File: config.mk
export PLATFORM = sky130hd
export DESIGN_NAME = uart_rx_buffer_flat
export DESIGN_NICKNAME = d
export VERILOG_FILES = /design/src/rtl/uart_rx_buffer_if.sv /design/src/rtl/uart_rx_buffer.sv /design/src/flat_wrapper.sv
export SDC_FILE = /design/constraint.sdc
export NUM_CORES = 1
export LEC_CHECK = 0
export ABC_AREA = 1
export CORE_ASPECT_RATIO = 1.5
export CORE_MARGIN = 2
export CORE_UTILIZATION = 40
export DETAILED_ROUTE_END_ITERATION = 8
export SLEW_MARGIN = 5
export SYNTH_ARGS = -nofsm -noshare
export SYNTH_HDL_FRONTEND = slang
export SYNTH_SLANG_ARGS = --single-unit
File: constraint.sdc
create_clock -name clk -period 5.95 [get_ports clk]
set_input_delay 0.8925 -clock clk [delete_from_list [all_inputs] [get_ports clk]]
set_output_delay 0.8925 -clock clk [all_outputs]
set_load 0.05 [all_outputs]
File: src/rtl/uart_rx_buffer_if.sv
// Receive-buffer bus: UART receiver strobe, consumer read handshake and status.
interface uart_rx_buffer_if #(
    parameter int DEPTH = 64,
    parameter int CW    = $clog2(DEPTH + 1)
);
    logic          rxDone;
    logic [7:0]    rxData;
    logic          rxError;
    logic          dataRead;
    logic          clearFlags;
    logic [7:0]    dataOut;
    logic          dataValid;
    logic [CW-1:0] count;
    logic          bufFull;
    logic          overrun;
    logic          frameErr;

    modport master (
        output rxDone, rxData, rxError, dataRead, clearFlags,
        input  dataOut, dataValid, count, bufFull, overrun, frameErr
    );

    modport slave (
        input  rxDone, rxData, rxError, dataRead, clearFlags,
        output dataOut, dataValid, count, bufFull, overrun, frameErr
    );
endinterface

File: src/rtl/uart_rx_buffer.sv
// UART receive buffer: circular RAM FIFO feeding a registered output stage,
// with sticky overrun and framing-error flags.
module uart_rx_buffer #(
    parameter int DEPTH = 64,
    parameter int CW    = $clog2(DEPTH + 1)
) (
    input  logic            clk,
    input  logic            rst,
    uart_rx_buffer_if.slave bus
);
    localparam int AW = $clog2(DEPTH);

    logic [7:0]    r_ram [DEPTH];
    logic [AW-1:0] r_wp;
    logic [AW-1:0] r_rp;
    logic [7:0]    r_data;
    logic          r_valid;
    logic [CW-1:0] r_count;
    logic          r_full;
    logic          r_ov;
    logic          r_fe;

    logic          w_accept;
    logic          w_drop;
    logic          w_err;
    logic          w_pop;
    logic          w_ram_avail;
    logic          w_load;
    logic [CW-1:0] w_count_nxt;

    // Output register is always refilled whenever the RAM holds data, so the
    // RAM never holds more than DEPTH-1 bytes and wp != rp means non-empty.
    assign w_ram_avail = (r_wp != r_rp);
    assign w_accept    = bus.rxDone & ~bus.rxError & ~r_full;
    assign w_drop      = bus.rxDone & ~bus.rxError &  r_full;
    assign w_err       = bus.rxDone &  bus.rxError;
    assign w_pop       = bus.dataRead & r_valid;
    assign w_load      = (~r_valid | w_pop) & w_ram_avail;

    // Occupancy after this edge: accept and pop in the same cycle cancel.
    always_comb begin
        w_count_nxt = r_count;
        if (w_accept && !w_pop) begin
            w_count_nxt = r_count + CW'(1);
        end else if (!w_accept && w_pop) begin
            w_count_nxt = r_count - CW'(1);
        end
    end

    // Byte storage; contents are intentionally left unreset.
    always_ff @(posedge clk) begin
        if (w_accept) begin
            r_ram[r_wp] <= bus.rxData;
        end
    end

    // Pointers, output stage and occupancy.
    always_ff @(posedge clk or negedge rst) begin
        if (!rst) begin
            r_wp    <= '0;
            r_rp    <= '0;
            r_data  <= 8'h00;
            r_valid <= 1'b0;
            r_count <= '0;
            r_full  <= 1'b0;
        end else begin
            if (w_accept) begin
                r_wp <= r_wp + AW'(1);
            end
            if (w_load) begin
                r_data  <= r_ram[r_rp];
                r_valid <= 1'b1;
                r_rp    <= r_rp + AW'(1);
            end else if (w_pop) begin
                r_valid <= 1'b0;
            end
            r_count <= w_count_nxt;
            r_full  <= (w_count_nxt == CW'(DEPTH));
        end
    end

    // Sticky error flags; a new event beats a same-cycle clear.
    always_ff @(posedge clk or negedge rst) begin
        if (!rst) begin
            r_ov <= 1'b0;
            r_fe <= 1'b0;
        end else begin
            if (w_drop) begin
                r_ov <= 1'b1;
            end else if (bus.clearFlags) begin
                r_ov <= 1'b0;
            end
            if (w_err) begin
                r_fe <= 1'b1;
            end else if (bus.clearFlags) begin
                r_fe <= 1'b0;
            end
        end
    end

    assign bus.dataOut   = r_data;
    assign bus.dataValid = r_valid;
    assign bus.count     = r_count;
    assign bus.bufFull   = r_full;
    assign bus.overrun   = r_ov;
    assign bus.frameErr  = r_fe;
endmodule
File: src/flat_wrapper.sv
// flat-port wrapper written by rule: the top's interface ports become plain ports
module uart_rx_buffer_flat 
#(
    parameter int DEPTH = 64,
    parameter int CW    = $clog2(DEPTH + 1)
)
  (clk, rst, bus_rxDone, bus_rxData, bus_rxError, bus_dataRead, bus_clearFlags, bus_dataOut, bus_dataValid, bus_count, bus_bufFull, bus_overrun, bus_frameErr);
  uart_rx_buffer_if #(.DEPTH(DEPTH), .CW(CW)) bus_i ();
  input  logic clk;
  input  logic rst;
  input wire logic [$bits(bus_i.rxDone)-1:0] bus_rxDone;
  input wire logic [$bits(bus_i.rxData)-1:0] bus_rxData;
  input wire logic [$bits(bus_i.rxError)-1:0] bus_rxError;
  input wire logic [$bits(bus_i.dataRead)-1:0] bus_dataRead;
  input wire logic [$bits(bus_i.clearFlags)-1:0] bus_clearFlags;
  output wire logic [$bits(bus_i.dataOut)-1:0] bus_dataOut;
  output wire logic [$bits(bus_i.dataValid)-1:0] bus_dataValid;
  output wire logic [$bits(bus_i.count)-1:0] bus_count;
  output wire logic [$bits(bus_i.bufFull)-1:0] bus_bufFull;
  output wire logic [$bits(bus_i.overrun)-1:0] bus_overrun;
  output wire logic [$bits(bus_i.frameErr)-1:0] bus_frameErr;
  assign bus_i.rxDone = bus_rxDone;
  assign bus_i.rxData = bus_rxData;
  assign bus_i.rxError = bus_rxError;
  assign bus_i.dataRead = bus_dataRead;
  assign bus_i.clearFlags = bus_clearFlags;
  assign bus_dataOut = bus_i.dataOut;
  assign bus_dataValid = bus_i.dataValid;
  assign bus_count = bus_i.count;
  assign bus_bufFull = bus_i.bufFull;
  assign bus_overrun = bus_i.overrun;
  assign bus_frameErr = bus_i.frameErr;
  uart_rx_buffer #(.DEPTH(DEPTH), .CW(CW)) u_core (.clk(clk), .rst(rst), .bus(bus_i));
endmodule
# Yosys cells after proc, flatten, opt, wreduce, memory -nomap -nowiden
# Memory sizes are Yosys's and may differ from the RTL's. A register that Yosys moved wholly into a read port is not among the register bits.
# Index checks and enable logic that the tools add are counted.
[word_totals] mem_bits_ro=0 n_memories=1 inputBits=14 ram_bits=512 out_inout_bits=19 register_bits=23 latch_bits=0
[mem_list] name="u_core.r_ram" depth=64 width=8 read_ports=1 rd_ports_with_merged_regs=1 wr=1 line_no="uart_rx_buffer.sv:13" text="logic [7:0] r_ram [DEPTH];"
[classes] n_addsub=4 bitwise=10 magnitude_cmp=0 mux=9 multipliers=0 eq_ne=2 div=0 n_shift=0 n_reduce_logical=8
[ops] operator="$mux W7" count=2
[ops] operator="$add A6 B1 Y6 const B" count=2
[ops] operator="$add A7 B1 Y7 const B" count=1
[ops] operator="$eq A7 B7 Y1 const B" count=1
[ops] operator="$mux W1" count=7
[ops] operator="$sub A7 B1 Y7 const B" count=1
[ops] operator="$and A1 B1 Y1" count=6
[ops] operator="$ne A6 B6 Y1" count=1
[ops] operator="$reduce_bool A2 Y1" count=3
[ops] operator="$logic_not A1 Y1" count=3
[ops] operator="$not A1 Y1" count=3
[ops] operator="$logic_and A1 B1 Y1" count=2
[ops] operator="$or A1 B1 Y1" count=1

# Longest topological paths before layout
[depth] word_depth=8 mapped_depth=13 depth_no_buf=12

# Worst setup path after synthesis
# Ideal clock, no wire load.
[synth_timing] path_kind="input port to flip-flop" from="input port bus_rxError" to="memory u_core.r_ram[39][0] (enable)" arrival_time_ps=2204 cell_stages=7 t_required_ps=5567 setup_slack_ps=3363 cell_sequence="inv_1 -> nand3b_4 -> nor2_1 -> nand2_1 -> inv_1 -> nand2_1 -> nor3_1"
[synth_between] elab_chain_len=5
[synth_rtl] item="start, declared" line_no="flat_wrapper.sv:13" text="input wire logic [$bits(bus_i.rxError)-1:0] bus_rxError;"
[synth_rtl] item="$not A1 Y1" line_no="uart_rx_buffer.sv:34" text="assign w_accept = bus.rxDone & ~bus.rxError & ~r_full;"
[synth_rtl] item="$and A1 B1 Y1 (2 in series)" line_no="uart_rx_buffer.sv:34"
[synth_rtl] item="$mux W1" line_no="uart_rx_buffer.sv:52" text="if (w_accept) begin"
[synth_rtl] item="$mux W1 (implied by the code)" line_no="uart_rx_buffer.sv:53" text="r_ram[r_wp] <= bus.rxData;"
[synth_rtl] item="end, declared" line_no="uart_rx_buffer.sv:13"
# No other way between the ends.

# Worst setup path in the final report
[layout_timing] from="input port bus_rxDone" to="memory u_core.r_ram[39][4] (enable)"
[layout_between] elab_chain_len=4
[layout_rtl] item="start, declared" line_no="flat_wrapper.sv:11" text="input wire logic [$bits(bus_i.rxDone)-1:0] bus_rxDone;"
[layout_rtl] item="$and A1 B1 Y1 (2 in series)" line_no="uart_rx_buffer.sv:34"
[layout_rtl] item="$mux W1" line_no="uart_rx_buffer.sv:52"
[layout_rtl] item="$mux W1 (implied by the code)" line_no="uart_rx_buffer.sv:53"
# No other way between the ends.

==> summary.md <==
| Metric | Value |
|---|---|
| Maxcap violations | 0 |
| Syn. warnings | 0 |
| Area Overhead vs Synth | 10.0% |
| I/O pin total | 33 |
| Die ar. | ~0.06 mm² |
| Final core utilization | ~44% |
| Syn nets | between 2k and 2.5k |
| Congestion Overflow GR | 0 |
| Core Box Area | roughly 0.058 mm² |
| Max Slew Vio Count | 0 |
| Post-synthesis sequential area ratio | a little over two thirds |
| Status | completed |
| DP HPWL | around 36000 µm |
| Worst-Skew Late Latency | slightly below 0.6 ns |
| Place WS | approximately 2.2 ns |
| Final period utilization | 53.3% |
| Max clock buf depth | 3 |
| Critical path's most frequent cell | nand2_1 |
| Initial antenna violation count | 0 |
| Drt via density | around 5 |
| Achievable clock frequency | roughly 320 MHz |
| Slew HR | roughly 16% |
| Worst-path maximum fanout | 8 |
| Gpl congestion | roughly 0.86 |
| H-tree depth | 2 |
| Die Ht | 299 µm |
| Hold buffers post-CTS | 0 |
| RSZ-0062 raised after global routing | false |
| Fin. Hold Viols | 0 |
| # port buffers | 32 |
| Critical path start-end classification | input port to flip-flop |
| HP Class | input port to async pin |
| Routed WL | between 50000 and 60000 µm |
| Inserted Diodes | 0 |
| CTS Buf Count | between 40 and 50 |
| Largest net degree at the start of global routing | ~230 |
| Setup-failing EPs final | 0 |
| Final worst slack | between 2 and 3 ns |
| Max incr delay on CP | 1.00 ns |
| Post_cts resized | 0 |
| Ordered list of cells on the worst path | clkdlybuf4s50_1 > nand3b_4 > nor2_1 > nand2_1 > inv_1 > nand2_1 > nor3_1 |
| CP Data Arrival Time | around 3.4 ns |
| Avg Synthesized Cell Area | around 11 µm² |
| Most common cell after layout, fill and taps aside | nand2_1 |
| Area leader, netlist | edfxtp_1 |
| Starting Density | 40.3% |
| Width of the die | about 200 µm |
| Critical Path RT | 6.13 ns |
| Drt initial violations | about 1.5k |
| Setup crit start kind | input port |
| DRC viols | 0 |
| Vias in the first global route | between 15k and 20k |
| Peak VDD IR | 0.391 mV |
| Cells after Synth | 2182 |
| First-pass GRT wire length | about 90000 µm |
| Post-synthesis cell area | between 0.02 and 0.025 mm² |
| Least-Margin Pin Slew | ~1.2 ns |
| Total GRT Usage | between 10% and 20% |
| Wire per inst | about 20 µm |
| Clock-pin slew on the worst setup and hold paths | approximately 0.060 ns |
| Most frequent cells in the layout | nand2_1 (763), edfxtp_1 (512), nand3_1 (286) |
| Sum Neg Setup Slack | 0 ns |
| CTS tree | done |
| Final net count | about 2.2k |
| Pleak | ~9.9 nW |
| PD cells | between 400 and 500 mW/mm² |
| CP max stage cell | nor3_1 |
| Layout cells sized above 1 | roughly 5.0% |
| Post-layout min period | roughly 3.2 ns |
| Yosys top cell area share | between 60% and 70% |
| Rows | between 100 and 150 |
| Pre-antenna DRT Iters | 5 |
| Detail Route Antenna Nets | 0 |
| Post-CTS setup buffer count | 0 |
| Vias | between 15k and 20k |
| CP Capture Type | flip-flop |
| Worst clock skew | around 0.023 ns |
| Register bit total from synthesis | approximately 540 |
| Root Buffer | clkbuf_16 |
| Top area cells in the synthesized netlist | edfxtp_1 (66%), nand2_1 (12%), nand3_1 (6.2%) |
| Distinct cell type count after synthesis | 29 |
| Clock Sink Count | roughly 540 |
[Yosys cell counts]
master and count:
edfxtp_1 512, dfrtp_1 31, inv_1 191, nand3_1 286, nand2_1 763, o21ai_0 17
nor4_1 3, buf_6 12, nand4_1 3, o21a_1 1, o21ai_1 9, nand3b_1 1
a21oi_1 33, buf_2 67, buf_4 9, nand2_2 1, nor2_1 165, o21ai_2 2
nor2_4 1, o211ai_1 24, inv_2 3, clkinv_1 3, xor2_1 11, nor3_1 4
nand3b_4 1, buf_1 4, xnor2_1 1, clkbuf_1 20, ha_1 4
[through the flow]
stage,instance area [µm²],std cells,total power [mW],hold slack (ns)
global placement,24000,2890,8.37,0.478
floorplan,23200,2182,7.26,0.590
finish,25500,2979,11.4,0.392
global route,25500,2979,12.0,0.441
detailed placement,24000,2890,8.39,0.479
CTS,25500,2979,11.4,0.400
[cell type report]
| type | instances | area [µm²] |
|---|---|---|
| repair buffers | 50 | 435 |
| well taps | 770 | 963 |
| multi-input cells | 1330 | 5670 |
| flip-flops and latches | 543 | 16200 |
| fillers | 5452 | 32000 |
| inverters | 197 | 747 |
| clock buffers | 63 | 1320 |
| clock inverters | 26 | 221 |
[worst max-delay path, delay by kind of cell]
family / cells / cell delay [ns]
and+or+nand+nor: 5 / 1.78
buffers and inverters: 2 / 0.66
[metal layers]
metal	share of wire, %	vias up	routed length, µm	GRT usage (%)
met3	4.9	152	2930	2.25
met2	51	476	30600	35.8
met5	0	-	0	0
met4	4.8	0	2850	9.81
met1	39	7327	23300	23.5
li1	-	7218	-	-
[final timing paths]
| check | from | depth (start not counted) | slack (ns) | to |
|---|---|---|---|---|
| worst max-delay path | bus_rxDone | 7 | 2.78 | u_core.r_ram[39][4] |
| worst min-delay path | rst | 1 | 0.39 | u_core.bus.count[2] |
| worst min register to register | u_core.bus.dataOut[1] | 2 | 0.49 | u_core.bus.dataOut[1] |
| max in group asynchronous | rst | 1 | 4.99 | u_core.r_rp[0] |
| worst max register to register | u_core.r_rp[0] | 12 | 2.82 | u_core.bus.dataOut[0] |
| min in group clk | u_core.bus.dataOut[1] | 2 | 0.49 | u_core.bus.dataOut[1] |
[cells by family after synthesis]
kind of cell             Yosys count  share of synthesized area (%)
adder cells (fa/ha/maj)            4                          0.216
AO/OA/AOI/OAI                     86                           2.16
XOR/XNOR                          12                          0.453
AND/OR/NAND/NOR                 1228                           21.6
buffers and inverters            309                           5.90
flip-flops                       543                           69.6
[report_power, final]
part	switching [mW]	internal, mW	total, mW
Sequential	0.253	4.34	4.59
Combinational	2.73	1.02	3.75
Clock	1.36	1.70	3.06
Total	4.35	7.06	11.4
[registers in the layout, summed over array words and instances, names as in the netlist]
| name | count |
|---|---|
| u_core.bus.count | 7 |
| u_core.r_wp | 6 |
| u_core.bus.dataValid | 1 |
| u_core.bus.bufFull | 1 |
| u_core.bus.frameErr | 1 |
| u_core.bus.dataOut | 8 |
| u_core.r_rp | 6 |
| u_core.r_ram | 512 |
| u_core.bus.overrun | 1 |
(Power assumes the default switching activity.)
